===== config.mk =====
export PLATFORM = sky130hd
export DESIGN_NAME = hsv_core_commit
export DESIGN_NICKNAME = d
export VERILOG_FILES = /design/src/rtl/hsv_core_commit.sv
export SDC_FILE = /design/constraint.sdc
export NUM_CORES = 1
export LEC_CHECK = 0
export BUFFER_PORTS_ARGS = -buffer_cell sky130_fd_sc_hd__buf_4
export CAP_MARGIN = 10
export CELL_PAD_IN_SITES_DETAIL_PLACEMENT = 1
export CELL_PAD_IN_SITES_GLOBAL_PLACEMENT = 1
export CORE_MARGIN = 8
export CORE_UTILIZATION = 40
export CTS_BUF_LIST = sky130_fd_sc_hd__clkbuf_4 sky130_fd_sc_hd__clkbuf_8
export DETAILED_ROUTE_END_ITERATION = 7
export GPL_ROUTABILITY_DRIVEN = 0
export PLACE_DENSITY_LB_ADDON = 0.15
export SETUP_SLACK_MARGIN = 0.2
export SYNTH_ARGS = -nofsm -noshare
export SYNTH_HDL_FRONTEND = slang
export SYNTH_SLANG_ARGS = --single-unit

===== constraint.sdc =====
create_clock -name clk_core -period 27.2 [get_ports clk_core]
set_input_delay 5.44 -clock clk_core [delete_from_list [all_inputs] [get_ports clk_core]]
set_output_delay 5.44 -clock clk_core [all_outputs]
set_load 0.05 [all_outputs]

===== src/rtl/hsv_core_commit.sv =====
// Commit/writeback stage: in-order commit FIFO, register writeback, retire and flush/redirect.
// Optional retired-instruction counter enabled by defining HSV_CORE_INSTRET_EN.
module hsv_core_commit #(
    parameter int          FIFO_DEPTH  = 2,
    parameter logic [31:0] TRAP_VECTOR = 32'h0000_0000
) (
    input  logic        clk_core,
    input  logic        rst_core_n,
    input  logic        in_valid,
    output logic        in_ready,
    input  logic [31:0] in_pc,
    input  logic [4:0]  in_rd,
    input  logic [31:0] in_rd_value,
    input  logic        in_rd_write,
    input  logic        in_jump,
    input  logic [31:0] in_next_pc,
    input  logic        in_trap,
    output logic        wb_en,
    output logic [4:0]  wb_rd,
    output logic [31:0] wb_data,
    output logic        retire_valid,
    output logic [31:0] retire_pc,
    output logic        flush,
    output logic [31:0] flush_target,
    output logic        trap,
    output logic [63:0] instret
);
    localparam int PTR_W = (FIFO_DEPTH > 1) ? $clog2(FIFO_DEPTH) : 1;
    localparam int CNT_W = PTR_W + 1;

    typedef struct packed {
        logic [31:0] pc;
        logic [4:0]  rd;
        logic [31:0] rd_value;
        logic        rd_write;
        logic        jump;
        logic [31:0] next_pc;
        logic        trap;
    } entry_t;

    typedef enum logic {ST_RUN = 1'b0, ST_FLUSH = 1'b1} state_t;

    state_t           r_state;
    entry_t           r_mem [FIFO_DEPTH];
    logic [PTR_W-1:0] r_wr_ptr;
    logic [PTR_W-1:0] r_rd_ptr;
    logic [CNT_W-1:0] r_count;

    entry_t w_in_entry;
    entry_t w_head;
    logic   w_push;
    logic   w_pop;
    logic   w_redirect;

    assign w_in_entry = {in_pc, in_rd, in_rd_value, in_rd_write, in_jump, in_next_pc, in_trap};
    assign w_head     = r_mem[r_rd_ptr];
    assign in_ready   = (r_state == ST_RUN) && (r_count != CNT_W'(FIFO_DEPTH));
    assign w_push     = in_valid && in_ready;
    assign w_pop      = (r_state == ST_RUN) && (r_count != '0);
    assign w_redirect = w_pop && (w_head.jump || w_head.trap);

    // Entry storage carries no reset; occupancy is tracked by the pointers and count.
    always_ff @(posedge clk_core) begin
        if (w_push) begin
            r_mem[r_wr_ptr] <= w_in_entry;
        end
    end

    always_ff @(posedge clk_core or negedge rst_core_n) begin
        if (!rst_core_n) begin
            r_state      <= ST_RUN;
            r_wr_ptr     <= '0;
            r_rd_ptr     <= '0;
            r_count      <= '0;
            wb_en        <= 1'b0;
            wb_rd        <= '0;
            wb_data      <= '0;
            retire_valid <= 1'b0;
            retire_pc    <= '0;
            flush        <= 1'b0;
            flush_target <= '0;
            trap         <= 1'b0;
        end else begin
            retire_valid <= w_pop;
            wb_en        <= w_pop && w_head.rd_write && !w_head.trap && (w_head.rd != 5'd0);
            trap         <= w_pop && w_head.trap;
            flush        <= w_redirect;

            if (w_pop) begin
                retire_pc <= w_head.pc;
                wb_rd     <= w_head.rd;
                wb_data   <= w_head.rd_value;
            end

            // A redirect empties the buffer, including anything accepted on the same edge.
            if (w_redirect) begin
                flush_target <= w_head.trap ? TRAP_VECTOR : w_head.next_pc;
                r_wr_ptr     <= '0;
                r_rd_ptr     <= '0;
                r_count      <= '0;
            end else begin
                if (w_push) begin
                    r_wr_ptr <= r_wr_ptr + 1'b1;
                end
                if (w_pop) begin
                    r_rd_ptr <= r_rd_ptr + 1'b1;
                end
                case ({w_push, w_pop})
                    2'b10:   r_count <= r_count + 1'b1;
                    2'b01:   r_count <= r_count - 1'b1;
                    default: r_count <= r_count;
                endcase
            end

            case (r_state)
                ST_RUN:   r_state <= w_redirect ? ST_FLUSH : ST_RUN;
                ST_FLUSH: r_state <= ST_RUN;
                default:  r_state <= ST_RUN;
            endcase
        end
    end

`ifdef HSV_CORE_INSTRET_EN
    logic [63:0] r_instret;

    always_ff @(posedge clk_core or negedge rst_core_n) begin
        if (!rst_core_n) begin
            r_instret <= '0;
        end else if (w_pop && !w_head.trap) begin
            r_instret <= r_instret + 64'd1;
        end
    end

    assign instret = r_instret;
`else
    assign instret = 64'd0;
`endif

endmodule


After elaboration in Yosys (flattened, before gate mapping)

Memories as Yosys holds them, arrays and structs flattened.
Cells that the tools add are included.

Register bits after elaboration: 110
RAM bits: 208
Bits of input ports: 107
Memories kept: 1

Memory list:

| memory | depth | width | read ports | clocked after memory_dff | write ports | RTL line | source |
|---|---|---|---|---|---|---|---|
| r_mem  | 2     | 104   | 1          | 0                        | 1           | 44       | `entry_t r_mem [FIFO_DEPTH];` |

Add/subtract/negate cells: 4
Eq/ne operators: 3
Muxes and demuxes: 11
Bitwise operators: 1
Reductions and logical operators: 15

Operators by type and width:

| operator                                                              | count |
|---|---|
| 32-bit 2-to-1 mux                                                     | 1 |
| 1-bit logical AND                                                     | 8 |
| 1-bit 2-to-1 mux                                                      | 7 |
| 2-bit nonzero test                                                    | 3 |
| 5-bit nonzero test                                                    | 1 |
| 2-bit case mux with 2 select lines                                    | 1 |
| 3-bit nonzero test                                                    | 1 |
| 1-bit adder, second input constant                                    | 2 |
| 2-bit by 1-bit adder with 2-bit output, second input constant         | 1 |
| 2-bit by 1-bit equality test with 1-bit output, second input constant | 1 |
| 2-bit equality test, second input constant                            | 1 |
| 2-bit 2-to-1 mux                                                      | 1 |
| 2-bit inequality test, second input constant                          | 1 |
| 1-bit case mux with 2 select lines                                    | 1 |
| 2-bit by 1-bit subtractor with 2-bit output, second input constant    | 1 |
| 1-bit logical NOT                                                     | 1 |
| 1-bit logical OR                                                      | 1 |
| 1-bit inverter                                                        | 1 |

Logic depth before layout (Yosys ltp)

Word-level depth: 6
Gate-level depth with buffers: 6
Depth with buffers taken out: 4

Worst setup path before layout

No wires, ideal clock.

Path type: in2reg
From: input in_valid
To: register r_wr_ptr
Library setup time: 0.110 ns
Data arrival time: 16.153 ns
Path slack: 10.937 ns
Stages: 3
Cell sequence: inv_1 nor4_1 o21a_1

Longest elaborated chain between the ends: 2

Ends and longest elaborated chain:

| element                             | RTL line | source |
|---|---|---|
| from (decl)                         | 9        | `input logic in_valid,` |
| 1-bit logical AND                   | 58       | `assign w_push = in_valid && in_ready;` |
| 2-bit nonzero test (no source line) | -        |  |
| to (signal assigned)                | 103      | `r_wr_ptr <= r_wr_ptr + 1'b1;` |
| to (decl)                           | 45       | `logic [PTR_W-1:0] r_wr_ptr;` |

No other way between the ends.
A chain may end at the register's enable or synchronous reset.

Worst setup path after layout

From: register r_count[1]
To: output in_ready

Longest elaborated chain between the ends: 2

Ends and longest elaborated chain:

| element                | RTL line | source |
|---|---|---|
| from (decl)            | 47       | `logic [CNT_W-1:0] r_count;` |
| from (signal assigned) | 109      | `2'b10: r_count <= r_count + 1'b1;` |
| from (signal assigned) | 110      | `2'b01: r_count <= r_count - 1'b1;` |
| from (signal assigned) | 111      | `default: r_count <= r_count;` |
| 2-bit inequality test  | 57       | `assign in_ready = (r_state == ST_RUN) && (r_count != CNT_W'(FIFO_DEPTH));` |
| 1-bit logical AND      | 57       |  |
| to (decl)              | 10       | `output logic in_ready,` |

No other way between the ends.

==> run metrics <==
Final ANT Viol Nets 0; starting density of the core 40.3%; CP max stage cell dfrtp_1; DR pass1 iterations 4; pins over their slew limit 0; relative slew slack 27.6%; core area between 20,000 and 30,000 um^2; switching fraction of total power between 30% and 40%; Logic pwr share 36.7%; Post-DP HPWL between 15,000 and 20,000 um; total gr overflow 0; Setup crit end kind primary output; sequential share of power 40.8%; final setup vio count 0; area grow syn2layout 23.5%; Iter 0 DRT Violations 270; Clk pwr share roughly 23%; Avg Inst Size Synth between 15 and 20 um^2; commonest non-fill, non-tap cells in the layout buf_4 (219), edfxtp_1 (208), dfrtp_1 (109); Area contributors post-synth edfxtp_1 (53%), dfrtp_1 (23%), mux2i_1 (8.7%); worst-path cell chain nor2b_1, nor2_1, buf_4; clock-pin slew on the worst setup and hold paths approximately 0.060 ns; fmax approximately 0.14 GHz; clock latency on the worst-skew pair ~0.54 ns; peak supply drop approximately 66 uV; vias per inst 4.64; slew of the pin with the lowest slew margin roughly 1.1 ns; Req. time, crit path approximately 22 ns; Worst R2R Path Depth 4; RSZ-0062 raised after global routing false; status finished, final reports clean; hold slack final 0.475 ns; Layout Nets 1,065; most common cell after layout, fill and taps aside buf_4; initial antenna violation count 4; area fraction of the dominant cell type after synthesis a little over half; cts hold-fix bufs 0; CTS tree yes; FP Rows 63; Yosys reg bits between 300 and 400; post-synth top area cell edfxtp_1; Power Internal 1100 uW; Max stage delay on crit path approximately 0.43 ns; min Tclk post-route between 7 and 8 ns; Chip Width about 190 um; layout cells sized above 1 a little under a third; Hold Vio Cnt, Final 0; post_cts resized 0; total CTS buffers slightly above 50; final WL between 20,000 and 30,000 um; synthesized cell area 11,800 um^2; Vert. Die Dim about 190 um; post-synthesis instance total approximately 700; DR vias 6,450; CTS Root Cell clkbuf_8; pwr/cell area between 100 and 150 nW/um^2; Max Cap Viol 0; DR WL/cell between 15 and 20 um; largest net degree at the start of global routing ~120; IO Pins between 200 and 300; CP startpoint kind flop; crit share post-route 26.0%; Ys Warns 0; Worst Path Arrival approximately 1.6 ns; Crit Path Class reg -> out; H-tree depth 2; number of global-route vias before repair approximately 7,200; Diodes inserted 0; Total GRT Usage about 15%; worst-path fanout max 4; setup TNS 0 ns; hold path cells 2; drt drc 0; die area between 30,000 and 40,000 um^2; Psw between 700 and 800 uW; maximum clock insertion buffer count 3; Leak Pwr slightly below 0.006 uW; first-pass GRT wire length approximately 41,000 um; Worst Skew 0.0141 ns; Port Buf Inserts ~210; # Post-CTS Setup Buffers 0; Distinct cells, synth 32; sequential area share after synthesis between 70 and 80%; Tightest Hold Check Type reg -> reg; clock sink count 318
[critical path, delay by kind of cell, from the launching register on]
kind	cells	cell delay, ns
buffers and inverters	1	0.21
AND/OR/NAND/NOR	2	0.44
flip-flops	1	0.43
[final cells by class]
class | count | area (um^2)
Fill cell | 2981 | 14700
Sequential cell | 318 | 9000
Multi-Input combinational cell | 363 | 2360
Timing Repair Buffer | 219 | 1640
Clock buffer | 83 | 1020
Tap cell | 390 | 488
Clock inverter | 11 | 48.8
Inverter | 5 | 18.8
[power groups by stage]
stage	combinational, uW	clock [uW]	sequential, uW
after floorplan	261	0	985
after global placement	677	0	756
after detailed placement	689	0	759
after CTS	688	427	752
after global routing	721	449	765
final	672	413	749
[routing by layer]
metal	track usage (%)	vias to the layer above	wire length, um
met4	3.61	8	398
met1	18.6	3181	11200
li1	-	2998	-
met2	23.7	217	12600
met3	5.79	46	2170
met5	0	-	49
[through the flow]
step	instance area (um^2)	utilization, %	std cells	power [uW]	worst slack (ns)
floorplan	12000	-	784	1250	10.94
global placement	13500	46.1	1295	1430	19.71
detailed placement	13500	46.1	1295	1450	19.71
CTS	14600	49.7	1389	1870	20.08
global route	14600	49.7	1389	1940	20.00
finish	14600	49.7	1389	1830	20.14
[flip-flops by register name, summed over array words and instances (netlist names)]
signal,count
flush,1
r_rd_ptr,1
r_state,1
wb_en,1
r_wr_ptr,1
retire_pc,32
flush_target,32
wb_data,32
wb_rd,5
r_mem,208
trap,1
r_count,2
retire_valid,1
[synthesized netlist by cell type]
master	count
clkbuf_1	8
nand2_1	69
a21oi_1	3
and2_1	1
a2111oi_0	1
o21a_1	1
mux2i_1	103
dfrtp_1	110
nor2_1	3
clkbuf_2	1
nor3b_1	1
conb_1	1
nand3_1	1
nor3_1	1
o21bai_4	1
o2bb2ai_1	32
o31a_1	1
mux2_2	2
and3_1	1
a21o_1	1
o21ai_4	1
inv_1	5
buf_4	67
edfxtp_1	208
o21ai_0	69
nor2b_1	1
buf_2	18
o211ai_1	1
a22o_1	1
nor4_1	3
nor4b_1	1
buf_6	4
[final timing paths]
check                                        start                            to  slack (ns)
max                         r_count[1]$_DFFE_PN0P_                      in_ready       20.14
min                        wb_data[29]$_DFFE_PN0N_       wb_data[29]$_DFFE_PN0N_        0.48
max reg2reg                   r_rd_ptr$_DFFE_PN0P_  flush_target[24]$_DFFE_PN0P_       23.60
min reg2reg                wb_data[29]$_DFFE_PN0N_       wb_data[29]$_DFFE_PN0N_        0.48
max in group asynchronous               rst_core_n          r_rd_ptr$_DFFE_PN0P_       20.86
min in group asynchronous               rst_core_n  flush_target[25]$_DFFE_PN0P_        4.96
[kinds of logic (layout without fill, tap and decap cells)]
family,count (synthesis),count (layout),share of synthesized area (%)
muxes,105,105,8.92
and+or+nand+nor,82,82,2.83
AOI/OAI and AO/OA,112,112,6.14
DFF,318,318,76.2
buffers and inverters,103,318,5.86
other,1,64,0.0318
Note: power is estimated with default switching activity, not from simulation.
